[src/rtl/sha256_padder.sv]
// Streaming SHA-256 pre-processor: packs 32-bit big-endian words into 512-bit blocks,
// appends FIPS 180-4 padding and the bit length, and hands each block to the core.
module sha256_padder (
    input  logic         clk_i,
    input  logic         rst_i,
    input  logic         s_valid_i,
    output logic         s_ready_o,
    input  logic [31:0]  s_data_i,
    input  logic         s_last_i,
    input  logic [2:0]   s_bytes_i,
    output logic [511:0] core_block_o,
    output logic         core_init_o,
    output logic         core_next_o,
    input  logic         core_ready_i,
    output logic         busy_o,
    output logic         done_o
);

    typedef enum logic [1:0] {StFill, StPad, StIssue, StWait} state_e;

    state_e            state_q, state_d;
    logic [15:0][31:0] blk_q, blk_d;
    logic [4:0]        widx_q, widx_d;
    logic [63:0]       len_q, len_d;
    logic              first_q, first_d;
    logic              mark_pend_q, mark_pend_d;
    logic              final_q, final_d;
    logic              ended_q, ended_d;
    logic              len_hi_q, len_hi_d;
    logic              init_q, init_d;
    logic              next_q, next_d;
    logic              done_raw;
    logic [3:0]        slot;
    logic [31:0]       tail_word;
    logic              wait_first;

    // Word 0 sits in the top 32 bits, so slot index is the inverted word index.
    assign slot       = ~widx_q[3:0];
    assign wait_first = init_q | next_q;

    always_comb begin
        tail_word = s_data_i;
        case (s_bytes_i)
            3'd0:    tail_word = 32'h8000_0000;
            3'd1:    tail_word = {s_data_i[31:24], 24'h80_0000};
            3'd2:    tail_word = {s_data_i[31:16], 16'h8000};
            3'd3:    tail_word = {s_data_i[31:8], 8'h80};
            default: tail_word = s_data_i;
        endcase
    end

    always_comb begin
        state_d     = state_q;
        blk_d       = blk_q;
        widx_d      = widx_q;
        len_d       = len_q;
        first_d     = first_q;
        mark_pend_d = mark_pend_q;
        final_d     = final_q;
        ended_d     = ended_q;
        len_hi_d    = len_hi_q;
        init_d      = 1'b0;
        next_d      = 1'b0;
        done_raw    = 1'b0;

        case (state_q)
            StFill: begin
                if (s_valid_i) begin
                    len_d  = len_q + {58'd0, s_bytes_i, 3'd0};
                    widx_d = widx_q + 5'd1;
                    if (s_last_i) begin
                        ended_d = 1'b1;
                        state_d = StPad;
                        if (s_bytes_i < 3'd4) begin
                            blk_d[slot] = tail_word;
                            mark_pend_d = 1'b0;
                        end else begin
                            blk_d[slot] = s_data_i;
                            mark_pend_d = 1'b1;
                        end
                    end else begin
                        blk_d[slot] = s_data_i;
                        if (widx_q == 5'd15) begin
                            state_d = StIssue;
                            final_d = 1'b0;
                        end
                    end
                end
            end
            StPad: begin
                if (widx_q[4]) begin
                    state_d = StIssue;
                    final_d = 1'b0;
                end else if (mark_pend_q) begin
                    blk_d[slot] = 32'h8000_0000;
                    mark_pend_d = 1'b0;
                    widx_d      = widx_q + 5'd1;
                end else if (widx_q <= 5'd13) begin
                    blk_d[slot] = 32'h0;
                    widx_d      = widx_q + 5'd1;
                end else if (widx_q == 5'd14) begin
                    blk_d[slot] = len_q[63:32];
                    len_hi_d    = 1'b1;
                    widx_d      = widx_q + 5'd1;
                end else if (len_hi_q) begin
                    blk_d[slot] = len_q[31:0];
                    len_hi_d    = 1'b0;
                    widx_d      = widx_q + 5'd1;
                    state_d     = StIssue;
                    final_d     = 1'b1;
                end else begin
                    // Marker landed in slot 14: length goes into a following block.
                    blk_d[slot] = 32'h0;
                    widx_d      = widx_q + 5'd1;
                    state_d     = StIssue;
                    final_d     = 1'b0;
                end
            end
            StIssue: begin
                if (core_ready_i) begin
                    init_d  = first_q;
                    next_d  = ~first_q;
                    first_d = 1'b0;
                    state_d = StWait;
                end
            end
            StWait: begin
                // The core still reports ready during the pulse cycle itself.
                if (!wait_first && core_ready_i) begin
                    widx_d = 5'd0;
                    if (final_q) begin
                        done_raw = 1'b1;
                        first_d  = 1'b1;
                        len_d    = 64'd0;
                        ended_d  = 1'b0;
                        state_d  = StFill;
                    end else begin
                        state_d = ended_q ? StPad : StFill;
                    end
                end
            end
            default: state_d = StFill;
        endcase
    end

    always_ff @(posedge clk_i) begin
        if (rst_i) begin
            state_q     <= StFill;
            blk_q       <= '0;
            widx_q      <= 5'd0;
            len_q       <= 64'd0;
            first_q     <= 1'b1;
            mark_pend_q <= 1'b0;
            final_q     <= 1'b0;
            ended_q     <= 1'b0;
            len_hi_q    <= 1'b0;
            init_q      <= 1'b0;
            next_q      <= 1'b0;
        end else begin
            state_q     <= state_d;
            blk_q       <= blk_d;
            widx_q      <= widx_d;
            len_q       <= len_d;
            first_q     <= first_d;
            mark_pend_q <= mark_pend_d;
            final_q     <= final_d;
            ended_q     <= ended_d;
            len_hi_q    <= len_hi_d;
            init_q      <= init_d;
            next_q      <= next_d;
        end
    end

    // Pulses are suppressed while reset is held so nothing reaches the core mid-reset.
    assign core_init_o  = init_q & ~rst_i;
    assign core_next_o  = next_q & ~rst_i;
    assign done_o       = done_raw & ~rst_i;
    assign s_ready_o    = (state_q == StFill);
    assign busy_o       = (state_q != StFill);
    assign core_block_o = blk_q;

endmodule

[config.mk]
export PLATFORM = sky130hd
export DESIGN_NAME = sha256_padder
export DESIGN_NICKNAME = d
export VERILOG_FILES = /design/src/rtl/sha256_padder.sv
export SDC_FILE = /design/constraint.sdc
export NUM_CORES = 2
export LEC_CHECK = 0
export ABC_CLOCK_PERIOD_IN_PS = 3100
export BUFFER_PORTS_ARGS = -buffer_cell sky130_fd_sc_hd__buf_2
export CORE_AREA = 2 2 217 219
export CTS_BUF_LIST = sky130_fd_sc_hd__clkbuf_16
export DETAILED_ROUTE_END_ITERATION = 12
export DIE_AREA = 0 0 219 221
export GPL_TIMING_DRIVEN = 0
export PLACE_DENSITY = 0.76
export SYNTH_ARGS = -nofsm -noshare
export SYNTH_HDL_FRONTEND = slang
export SYNTH_SLANG_ARGS = --single-unit
[constraint.sdc]
create_clock -name clk_i -period 3.1 [get_ports clk_i]
set_clock_uncertainty 0.15 [all_clocks]
set_input_delay 0.62 -clock clk_i [delete_from_list [all_inputs] [get_ports clk_i]]
set_output_delay 0.62 -clock clk_i [all_outputs]
set_load 0.02 [all_outputs]
==> impl_metrics.toml <==
[setup_path]
cp_num_buf_inv = 3
slowest_stage = "clkbuf_1"
crit_top_cell = "clkbuf_1"
critPathMaxFanout = 10
cp.required_ps = 3440
critical_path_class = "register to register"
critPathTopFamily = "buffers and inverters"
crit_chain = "ha_1 > buf_1 > a41o_1 > clkbuf_1 > clkbuf_1 > nor2_1"
reg2reg_to = "len_q[50]"
timing.rr.start = "state_q[0]"
slowest_delay_ps = 580
startpoint_type = "register"
r2r_cells = 6
crit_path_end_kind = "register"
arrival_ps = 3430
reg2reg_setup_slack_ps = 20

[final_layout]
synthToLayoutAreaGrowth_pct = 28.56
layout.nets = 3404
final_layout_size_suffix_gt1_share_pct = 26.07
stdcell_area_mm2 = 0.02985
instances_no_fill = 4003
fin_util_pct = 64.81

[synthesis]
synth_warnings = 0
yosysSeqAreaShare_pct = 50.61
syn_area_mm2 = 0.02322
synth.area.top_cells = "dfxtp_1, a211oi_1, nor2_1"
ys_top_cells_by_count = "dfxtp_1, nor2_1, a211oi_1"
synth.distinct_cells = 68
yosysMostFrequentCell = "dfxtp_1"
netlist_instances = 2698
yosys.area.top_type = "dfxtp_1"
synth.top_cell.area_share_pct = 50.61
synth-async-reset-ratio_pct = 0
syn_nets = 2753
syn_avg_cell_area_um2 = 8.606
synth_ff_type = "dfxtp_1"
synth-edff-count = 0
synth_seq_cells = 587

[placed_design]
dp_hpwl_um = 82050
dpl.cell_count = 3861
dpl_cell_area_mm2 = 0.02677
dp_slack_ps = -928.9
gp_congestion = 1.057
port_buffers = 555

[global_route]
grt_max_degree = 17
grt_pass1_vias = 22893
grt_overflow = 0
antenna_found_initial = 1
grt_pass1_wl_um = 153300
grt_usage_pct = 42.65

[floorplanning]
dieArea_mm2 = 0.04840
die_h_um = 221
fp.coreArea_mm2 = 0.04606
start_util_pct = 50.41
rows = 79
die_w_um = 219
ios = 557

[timing]
whs_ps = 120.3
max_slew_margin_pct = 22.17
setup_ws_ps = 16.12
slew_viol_final = 0
rsz0062_at_grt = "yes"
worst_pin_slew_ps = 1167
min_period_over_period_pct = 99.48
finalSetupViolCount = 0
fin_tns_setup_ps = 0
finalWorstPathRequiredPeriod_ps = 3084
max_freq_ghz = 0.3243
hold_viol = 0

[pwr]
cellLeakagePower_nw = 12.03
fin_total_pwr_mw = 23.06
p_seq_share_pct = 36.5
comb_power_share_pct = 31.1
switchingPower_mw = 8.729
internal_power_mw = 14.33
p_clk_share_pct = 32.4
switching_share_pct = 37.86
ir_drop_v = 0.0005904
power.density_mw_per_mm2 = 772.4

[worst_hold_path]
min_path_type = "primary input to register"
holdPathEnd = "init_q"
hp-start = "core_ready_i"
hold_depth = 3

[run]
max_cap_violations = 0

[cts]
ctsHoldBuffers = 0
cts_sinks = 587
ctsRootBufferMaster = "clkbuf_16"
cts.path.max_buffers = 3
worstSkewPairLatency_ps = 650
h-tree-depth = 2
clkSlewWorstSetupHoldPaths_ps = 70
cts_made_buffers = 58
cts_tree = "done"

[status]
status = "finished, final reports clean"

[detailed_routing]
drt_pre_antenna_iters = 5
ant_nets = 0
via_per_inst = 6.297
num_vias = 25206
drt-initial-drc-count = 2949
wl_per_cell_um = 26.96
routed_wl_um = 107900
drc = 0
## sequential cells by signal, indices dropped and copies added (netlist names)
register / flops
core_block_o: 512
first_q: 1
next_q: 1
len_hi_q: 1
ended_q: 1
state_q: 2
init_q: 1
final_q: 1
mark_pend_q: 1
len_q: 61
widx_q: 5
## cells in the final DEF (no fill, tap or decap), types with 11 or more instances in the layout
cell type,netlist,routed
nand4_1,25,25
a21oi_1,134,110
clkbuf_1,190,117
clkbuf_4,0,23
and3_1,23,23
nor2_1,550,530
clkbuf_16,0,59
nor2_4,0,12
buf_2,35,588
nand2_1,192,191
o21ai_0,94,93
and2_1,14,14
nand3_1,101,97
clkinv_1,1,15
a21oi_4,0,14
nor2b_1,12,11
a22oi_2,0,11
a31oi_1,17,13
clkbuf_2,0,52
nor3_1,25,23
xnor2_1,17,17
xor2_1,42,42
a211oi_1,418,418
dfxtp_1,587,586
buf_4,2,41
ha_1,14,13
inv_1,21,29
mux2i_1,18,17
## cells by family (layout without fill, tap and decap cells)
group                      after synthesis  count (layout)  share of synthesized area (%)
DFF                                    587             587                          50.61
AOI/OAI and AO/OA                      765             766                          22.66
buffers and inverters                  266             962                          4.521
and+or+nand+nor                        985             985                          18.22
xor gates and xnor gates                59              59                          2.225
muxes                                   21              21                         0.9214
other                                    0               1                              0
adders and majority gates               15              15                         0.8406
## per-layer routing
| metal | routed length, µm | global-route usage [%] | vias to the layer above |
|---|---|---|---|
| met5 | 0 | 0 | - |
| met1 | 39820 | 52.76 | 12163 |
| li1 | - | - | 10892 |
| met2 | 48530 | 67.80 | 1746 |
| met3 | 12140 | 10.31 | 405 |
| met4 | 7420 | 24.30 | 0 |
## power groups by stage
stage               clock (mW)  combinational [mW]  sequential, mW
floorplan                    0                3.02            9.05
global placement             0                6.02            8.53
detailed placement           0                6.10            8.56
CTS                       7.45                6.53            8.39
global route              7.79                7.42            8.45
finish                    7.48                7.17            8.41
## area by class of cell
class	count	area [µm²]
clock buffers	59	1476
multi-input cells	1846	11040
inverters	22	82.58
plain buffers	243	1139
fillers	3988	16210
repair buffers	591	3073
well taps	607	759.5
clock inverters	47	529.3
flip-flops and latches	587	11750
diodes	1	2.502
## what timing repair did
action / in CTS / in global routing
endpoints found under the setup margin: 489 / 453
setup buffers: 13 / 22
pin swaps: 9 / 9
cloned: 0 / 1
resized for setup: 145 / 123
## worst register-to-register path: cells and delay by family (launching register included)
family,cells,cell delay [ps]
buffers and inverters,3,1530
AOI/OAI and AO/OA,1,510
DFF,1,400
adders and majority gates,1,250
and+or+nand+nor,1,110
## worst max-delay path by stage
| stage | start | to | slack [ps] | depth (start not counted) |
|---|---|---|---|---|
| final | state_q[0] | len_q[50] | 20 | 6 |
| after global routing | widx_q[0] | core_block_o[251] | -60 | 9 |
| after CTS | widx_q[1] | core_block_o[337] | -10 | 9 |
| after detailed placement | state_q[1] | core_block_o[97] | -930 | 9 |
| after global placement | widx_q[1] | core_block_o[327] | -1110 | 8 |
| after floorplan | rst_i | done_o | 430 | 5 |
Note: power is estimated with default switching activity, not from simulation.
